**src/rtl/seg_pkg.sv**
```systemverilog
// Shared constants and helpers for the seven-segment scan controller.
package seg_pkg;

  localparam int BCD_W = 4;
  localparam int SEG_W = 8;
  localparam logic [SEG_W-1:0] SEG_BLANK = 8'h00;

  // Counter/index width; never narrower than one bit.
  function automatic int idx_width(input int n);
    return (n <= 2) ? 1 : $clog2(n);
  endfunction

endpackage

```
**src/rtl/seg_scan_ctrl_if.sv**
```systemverilog
// Value-producer side and display side of the scan controller.
interface seg_scan_ctrl_if #(
  parameter int NUM_DIGITS = 4
);
  logic [4*NUM_DIGITS-1:0] digits;
  logic [NUM_DIGITS-1:0]   dp;
  logic [NUM_DIGITS-1:0]   digit_mask;
  logic                    load;
  logic [7:0]              seg;
  logic [NUM_DIGITS-1:0]   dig_en;
  logic                    frame_done;

  modport master (
    output digits, dp, digit_mask, load,
    input  seg, dig_en, frame_done
  );

  modport slave (
    input  digits, dp, digit_mask, load,
    output seg, dig_en, frame_done
  );
endinterface

```
**src/rtl/segment7.sv**
```systemverilog
// BCD to seven-segment decoder, active-high, bit 7 (dp) always 0.
module segment7
  import seg_pkg::*;
(
  input  logic [BCD_W-1:0] bcd,
  output logic [SEG_W-1:0] seg
);

  always_comb begin
    seg = SEG_BLANK;
    case (bcd)
      4'd0: seg = 8'h3f;
      4'd1: seg = 8'h06;
      4'd2: seg = 8'h5b;
      4'd3: seg = 8'h4f;
      4'd4: seg = 8'h66;
      4'd5: seg = 8'h6d;
      4'd6: seg = 8'h7d;
      4'd7: seg = 8'h07;
      4'd8: seg = 8'h7f;
      4'd9: seg = 8'h67;
      default: seg = SEG_BLANK;
    endcase
  end

endmodule

```
**src/rtl/seg_scan_ctrl.sv**
```systemverilog
// Time-multiplexed scan controller for a multi-digit seven-segment display
// with double-buffered digits swapped only at frame boundaries.
module seg_scan_ctrl
  import seg_pkg::*;
#(
  parameter int NUM_DIGITS   = 4,
  parameter int REFRESH_DIV  = 50000,
  parameter int BLANK_CYCLES = 500
) (
  input logic          clk,
  input logic          rst_n,
  seg_scan_ctrl_if.slave bus
);

  localparam int CNT_W = idx_width(REFRESH_DIV);
  localparam int IDX_W = idx_width(NUM_DIGITS);
  localparam logic [CNT_W-1:0] CNT_LAST = CNT_W'(REFRESH_DIV - 1);
  localparam logic [IDX_W-1:0] IDX_LAST = IDX_W'(NUM_DIGITS - 1);

  logic [CNT_W-1:0]            cnt_reg, cnt_next;
  logic [IDX_W-1:0]            idx_reg, idx_next;
  logic [4*NUM_DIGITS-1:0]     shadow_digits_reg, act_digits_reg, act_digits_next;
  logic [NUM_DIGITS-1:0]       shadow_dp_reg, act_dp_reg, act_dp_next;
  logic                        pending_reg, pending_next;
  logic [SEG_W-1:0]            seg_reg, seg_next;
  logic [NUM_DIGITS-1:0]       dig_en_reg, dig_en_next;
  logic                        frame_done_reg, frame_done_next;
  logic                        boundary;
  logic                        show;
  logic [BCD_W-1:0]            next_bcd [NUM_DIGITS];
  logic [SEG_W-1:0]            dec_seg;

  always_comb begin
    boundary = (cnt_reg == CNT_LAST) && (idx_reg == IDX_LAST);
    cnt_next = (cnt_reg == CNT_LAST) ? '0 : cnt_reg + CNT_W'(1);
    idx_next = idx_reg;
    if (cnt_reg == CNT_LAST)
      idx_next = (idx_reg == IDX_LAST) ? '0 : idx_reg + IDX_W'(1);

    // A load on the boundary cycle bypasses the shadow straight into active.
    act_digits_next = act_digits_reg;
    act_dp_next     = act_dp_reg;
    pending_next    = pending_reg;
    if (boundary) begin
      pending_next = 1'b0;
      if (bus.load) begin
        act_digits_next = bus.digits;
        act_dp_next     = bus.dp;
      end else if (pending_reg) begin
        act_digits_next = shadow_digits_reg;
        act_dp_next     = shadow_dp_reg;
      end
    end else if (bus.load) begin
      pending_next = 1'b1;
    end
  end

  // Outputs are computed from next-state values and registered, so they line
  // up with cnt/idx while having no combinational path from any input.
  for (genvar gi = 0; gi < NUM_DIGITS; gi++) begin : g_digit
    assign next_bcd[gi]    = act_digits_next[4*gi +: 4];
    assign dig_en_next[gi] = show && (idx_next == IDX_W'(gi));
  end

  segment7 u_dec (
    .bcd (next_bcd[idx_next]),
    .seg (dec_seg)
  );

  always_comb begin
    show            = (int'(cnt_next) >= BLANK_CYCLES) && bus.digit_mask[idx_next];
    seg_next        = show ? {act_dp_next[idx_next], dec_seg[6:0]} : SEG_BLANK;
    frame_done_next = (cnt_next == CNT_LAST) && (idx_next == IDX_LAST);
  end

  always_ff @(posedge clk) begin
    if (!rst_n) begin
      cnt_reg           <= '0;
      idx_reg           <= '0;
      pending_reg       <= 1'b0;
      shadow_digits_reg <= '0;
      shadow_dp_reg     <= '0;
      act_digits_reg    <= '0;
      act_dp_reg        <= '0;
      seg_reg           <= SEG_BLANK;
      dig_en_reg        <= '0;
      frame_done_reg    <= 1'b0;
    end else begin
      cnt_reg        <= cnt_next;
      idx_reg        <= idx_next;
      pending_reg    <= pending_next;
      act_digits_reg <= act_digits_next;
      act_dp_reg     <= act_dp_next;
      seg_reg        <= seg_next;
      dig_en_reg     <= dig_en_next;
      frame_done_reg <= frame_done_next;
      if (bus.load) begin
        shadow_digits_reg <= bus.digits;
        shadow_dp_reg     <= bus.dp;
      end
    end
  end

  assign bus.seg        = seg_reg;
  assign bus.dig_en     = dig_en_reg;
  assign bus.frame_done = frame_done_reg;

endmodule

```
**src/flat_wrapper.sv**
```systemverilog
// flat-port wrapper written by rule: the top's interface ports become plain ports
module seg_scan_ctrl_flat import seg_pkg::*;
#(
  parameter int NUM_DIGITS   = 4,
  parameter int REFRESH_DIV  = 50000,
  parameter int BLANK_CYCLES = 500
)
  (clk, rst_n, bus_digits, bus_dp, bus_digit_mask, bus_load, bus_seg, bus_dig_en, bus_frame_done);
  seg_scan_ctrl_if #(.NUM_DIGITS(NUM_DIGITS)) bus_i ();
  input logic clk;
  input logic rst_n;
  input wire logic [$bits(bus_i.digits)-1:0] bus_digits;
  input wire logic [$bits(bus_i.dp)-1:0] bus_dp;
  input wire logic [$bits(bus_i.digit_mask)-1:0] bus_digit_mask;
  input wire logic [$bits(bus_i.load)-1:0] bus_load;
  output wire logic [$bits(bus_i.seg)-1:0] bus_seg;
  output wire logic [$bits(bus_i.dig_en)-1:0] bus_dig_en;
  output wire logic [$bits(bus_i.frame_done)-1:0] bus_frame_done;
  assign bus_i.digits = bus_digits;
  assign bus_i.dp = bus_dp;
  assign bus_i.digit_mask = bus_digit_mask;
  assign bus_i.load = bus_load;
  assign bus_seg = bus_i.seg;
  assign bus_dig_en = bus_i.dig_en;
  assign bus_frame_done = bus_i.frame_done;
  seg_scan_ctrl #(.NUM_DIGITS(NUM_DIGITS), .REFRESH_DIV(REFRESH_DIV), .BLANK_CYCLES(BLANK_CYCLES)) u_core (.clk(clk), .rst_n(rst_n), .bus(bus_i));
endmodule
```
**config.mk**
```make
export PLATFORM = sky130hd
export DESIGN_NAME = seg_scan_ctrl_flat
export DESIGN_NICKNAME = d
export VERILOG_FILES = /design/src/rtl/seg_pkg.sv /design/src/rtl/seg_scan_ctrl_if.sv /design/src/rtl/segment7.sv /design/src/rtl/seg_scan_ctrl.sv /design/src/flat_wrapper.sv
export SDC_FILE = /design/constraint.sdc
export NUM_CORES = 1
export LEC_CHECK = 0
export BUFFER_PORTS_ARGS = -buffer_cell sky130_fd_sc_hd__buf_2
export CAP_MARGIN = 20
export CORE_MARGIN = 5
export CORE_UTILIZATION = 40
export CTS_BUF_LIST = sky130_fd_sc_hd__clkbuf_2 sky130_fd_sc_hd__clkbuf_4 sky130_fd_sc_hd__clkbuf_8
export DETAILED_ROUTE_END_ITERATION = 10
export GPL_TIMING_DRIVEN = 0
export PLACE_DENSITY = 0.64
export SETUP_SLACK_MARGIN = 0.05
export SYNTH_ARGS = -nofsm -noshare
export SYNTH_HDL_FRONTEND = slang
export SYNTH_HIERARCHICAL = 1
export SYNTH_SLANG_ARGS = --single-unit
```
**constraint.sdc**
```tcl
create_clock -name clk -period 5.8 [get_ports clk]
set_clock_uncertainty 0.1 [all_clocks]
set_input_delay 1.16 -clock clk [delete_from_list [all_inputs] [get_ports clk]]
set_output_delay 1.16 -clock clk [all_outputs]
set_load 0.02 [all_outputs]
```
* After elaboration in Yosys (flattened, before gate mapping)
Memories as Yosys holds them, arrays and structs flattened. A register that Yosys moved wholly into a read port is not among the register bits. Index checks and enable logic that the tools add are counted.
Word-level totals: flip-flop bits (word level) 72, ROM bits 112, input bits 27, output and inout bits 13, memories kept 1
Operators by class: $add $sub $neg 2, $lt $le $gt $ge 3, eq/ne operators 6, mux-type cells 16, bitwise gates (word level) 2, reduce and logical (&&, ||, !) cells 11
Memory list:
- (no name shown) | words 16, bits a word 7, read ports 1, clocked after Yosys merged registers in 1, write ports 0, RTL line segment7.sv:11 | case (bcd)
Operators with widths (count):
- 16-bit two-way mux | 4
- 16-bit equality test (second input constant) | 2
- 4-bit two-way mux | 5
- 16-bit by 1-bit adder with 16-bit output (second input constant) | 1
- 16-bit by 9-bit >= comparator with 1-bit output (second input constant) | 1
- 4-bit binary-select mux with 2-bit select | 1
- 1-bit logical AND | 7
- 2-bit equality test (second input constant) | 3
- 1-bit binary-select mux with 2-bit select | 2
- 2-bit two-way mux | 2
- 3-bit >= comparator (second input constant) | 1
- 2-bit by 3-bit less-than comparator with 1-bit output (second input constant) | 1
- 2-bit NOT with 3-bit output | 1
- 2-bit by 1-bit adder with 2-bit output (second input constant) | 1
- 2-bit by 1-bit equality test with 1-bit output (second input constant) | 1
- 2-bit logical NOT | 1
- 1-bit two-way mux | 2
- 2-bit AND reduction | 1
- 2-bit OR reduction | 1
- 1-bit logical NOT | 1
- 1-bit NOT | 1

* Longest topological paths before layout
word-level depth 8, gate-level depth with buffers 15

* By module
The synthesis kept the hierarchy.
By module, submodules not included:
- seg_scan_ctrl | instances 1, cells each 315, area an instance 3165.5 µm², seq. area each 1441.4 µm²
- segment7 | instances 1, cells each 29, area an instance 198.9 µm², seq. area each 0.0 µm²

* Least setup slack after synthesis
OpenSTA, ideal clock, no wires.
kind register to register, from reg u_core.cnt_reg[0], to reg u_core.seg_reg[3], in the netlist u_core/bus.seg[3], setup time 115 ps, arrival time 3280 ps, required time 5585 ps, setup slack 2305 ps, cell stages (with the launch flop) 16, path buffers 2, period minus slack after synthesis 3495 ps, cells stage by stage dfxtp_1 -> ha_1 -> nand3_1 -> or4_4 -> buf_6 -> nor2_8 -> buf_6 -> mux2i_1 -> mux2i_1 -> mux2_2 -> inv_1 -> ha_1 -> nor2_1 -> a21oi_1 -> o22ai_1 -> and2_1
On the way: word-level cells in the longest chain between the ends 7, elaborated cells on any way between the ends 16, classes of those cells add/sub: 1; order compare: 1; eq/ne: 1; mux: 8; bitwise: 1; reduce/logical: 4
RTL lines:
- start: declaration | RTL line seg_scan_ctrl.sv:20 | logic [CNT_W-1:0] cnt_reg, cnt_next;
- start signal: assignment | RTL line seg_scan_ctrl.sv:89 | cnt_reg <= cnt_next;
- parallel branches: the longest is 7 deep, another holds 16-bit by 1-bit adder with 16-bit output
- end: declaration | RTL line seg_scan_ctrl.sv:25 | logic [SEG_W-1:0] seg_reg, seg_next;
Several ways; the timed one is not identified. The select of a mux whose other input is x is not followed. A chain may end at the register's enable or synchronous reset.

* Worst setup path in the final report
from reg u_core.cnt_reg[0], to reg u_core.seg_reg[5], in the netlist u_core/bus.seg[5]
The elaborated chain is that of the path after synthesis.

==> summary.txt <==
Timing
  – Final number of max-transition violations: 0
  – Final count of hold timing violations: 0
  – Slew at the pin closest to its max-slew limit: 0.762 ns
  – Final Critical Period: 4.42 ns
  – Hold slack: 0.393 ns
  – Final-report setup violation count: 0
  – Worst slew margin relative to its limit: 0.477
  – RSZ-0062 raised after global routing: no
  – Share of the clock period used by the worst path after layout: 0.762
  – Total Negative Setup Slacks: 0 ns
  – Timing-limited maximum frequency: 226 MHz

Clocking
  – Hold Buf Count CTS: 0
  – Worst-Skew Late Latency: 0.34 ns
  – Count of instances resized after the clock tree is built: 0
  – TritonCTS clock tree: built
  – Deepest clock path buffer count: 2
  – CTS H-tree depth: 3
  – Clock transition at the register clock pins on the worst setup and hold paths after CTS: 0.08 ns
  – Number of buffers inserted during clock tree synthesis: 9
  – Count of clock tree sinks: 72
  – Post-CTS Repair Setup Buffers: 0
  – Root cell of the clock tree: sky130_fd_sc_hd__clkbuf_8

Floorplan
  – Effective utilization at floorplan: 0.410
  – Die extent in y: 102 um
  – Die footprint: 10300 um^2
  – Core Area: 8180 um^2
  – Cell Rows: 33
  – Floorplan die width: 102 um
  – Top-level I/O count: 40

Worst setup path
  – Internal reg-to-reg setup slack: 1.38 ns
  – Worst EP arrival: 4.56 ns
  – Cell with the largest stage delay on the worst path: sky130_fd_sc_hd__mux2i_1
  – Critical Path, Cell by Cell: ha_1 > nand3_1 > nor4_2 > mux2i_1 > clkbuf_1 > mux2i_1 > mux2_2 > inv_1 > ha_1 > a21oi_1 > o22ai_1 > and2_1
  – Element type at the critical path start: flop
  – Startpoint of the worst register-to-register path: u_core/cnt_reg[0]
  – Worst R2R Path Depth: 12
  – CP max FO: 10
  – Largest stage delay on the critical path: 0.71 ns
  – CP Capture Type: flop
  – Startpoint-to-endpoint class of the critical path: flop to flop
  – Endpoint of the lowest-slack register-to-register path: u_core/bus.seg[5]
  – Launch point of the critical path: u_core/cnt_reg[0]
  – Data required, critical path: 5.94 ns

Global route
  – Remaining Overflow, GRT: 0
  – Overall Global Routing Usage: 0.147
  – Maximum number of pins on one net before global-route repair: 14
  – Number of global-route vias before repair: 2519
  – First-pass GRT wire length: 11900 um
  – Number of antenna violations at the first check in global routing: 0

Placement
  – HPWL Detailed: 5150 um
  – Final GP Congestion: 0.981
  – Buffers on Ports: 39

Routing
  – Starting DRC count in detailed routing: 88
  – DR vias/cell: 5.15
  – Detail-routed net length per standard cell: 14.2 um
  – First-pass iteration count of the detailed router: 4
  – Detailed-route wire length: 7110 um
  – Routed via count: 2584
  – Number of nets with antenna violations after detailed routing: 0
  – DRC violation count after routing: 0

Layout
  – Net count reported at finish: 428
  – Area growth syn-to-layout: 15.0%
  – Leading cell types in the layout, fill and taps excluded: sky130_fd_sc_hd__dfxtp_1 (72), sky130_fd_sc_hd__nor2_1 (44), sky130_fd_sc_hd__buf_2 (39), sky130_fd_sc_hd__mux2i_1 (33), sky130_fd_sc_hd__and2_1 (28)
  – Most common library cell in the layout ignoring fill and taps: sky130_fd_sc_hd__dfxtp_1
  – Proportion of layout cells with a drive suffix above 1: 0.222
  – Fraction of the core area covered by cells at the end of the flow: 0.472
  – Ant diodes: 0

Worst hold path
  – Endpoint of the worst hold path: u_core/act_digits_reg[15]
  – Hold path cells: 2
  – Start point of the worst min-delay path: u_core/act_digits_reg[15]
  – Class of the tightest hold or removal check: flop to flop

Power
  – Leakage component of the power: 1.57 nW
  – Worst IR Drop VDD: 0.000115 V
  – Post-route total power: 0.911 mW
  – Pwr per Cell Area: 236 nW/um^2

Job
  – Total of max-cap violations: 0

Yosys
  – Yosys Warn Count: 6
  – Mean area per synthesized cell: 9.80 um^2
  – Synthesized Nets: 378
  – Count of mapped cells out of synthesis: 342
  – Combined area of all synthesized cells: 3350 um^2

Run status
  – Result of the run: finished clean
-- metal layers --
| layer | routed length (um) | vias to the layer above | global-route usage |
|---|---|---|---|
| met2 | 3250 | 62 | 0.229 |
| li1 | - | 1301 | - |
| met3 | 381 | 8 | 0.0358 |
| met1 | 3380 | 1213 | 0.199 |
| met4 | 102 | 0 | 0.0511 |
| met5 | 0 | - | 0 |
-- power breakdown --
part	switching, mW	total (mW)	internal (mW)	leakage, nW
Combinational	0.0243	0.0486	0.0243	0.905
Sequential	0.00412	0.508	0.504	0.585
Clock	0.193	0.354	0.161	0.0823
-- stage by stage --
| step | setup WS [ns] | cell area, um^2 | cells |
|---|---|---|---|
| 2_1_floorplan | 2.31 | 3350 | 342 |
| 3_3_place_gp | 1.49 | 3680 | 486 |
| 3_5_place_dp | 1.42 | 3680 | 486 |
| 4_1_cts | 1.37 | 3860 | 502 |
| 5_1_grt | 1.02 | 3860 | 502 |
| 6_report | 1.38 | 3860 | 502 |
-- layout make-up --
class / count / area, um^2
Buffer: 15 / 71.3
Clock buffer: 10 / 131
Clock inverter: 6 / 45.0
Fill cell: 798 / 4320
Inverter: 7 / 26.3
Multi-Input combinational cell: 248 / 1810
Sequential cell: 72 / 1440
Tap cell: 105 / 131
Timing Repair Buffer: 39 / 195
-- critical path: cells and delay by family, from the launching register on --
| kind | cells | cell delay, ns |
|---|---|---|
| adder cells (fa/ha/maj) | 2 | 0.49 |
| multiplexers | 3 | 1.28 |
| flip-flops | 1 | 0.42 |
| AND/OR/NAND/NOR | 3 | 1.00 |
| buffers and inverters | 2 | 0.74 |
| AO/OA/AOI/OAI | 2 | 0.30 |
-- worst max path at each step --
stage / to / slack, ns
floorplan: u_core/bus.seg[3] / 2.31
global placement: u_core/bus.seg[3] / 1.49
detailed placement: u_core/bus.seg[5] / 1.42
CTS: u_core/bus.seg[5] / 1.37
global route: u_core/bus.seg[3] / 1.02
finish: u_core/bus.seg[5] / 1.38
No activity file was read; power rests on OpenSTA's default activity.
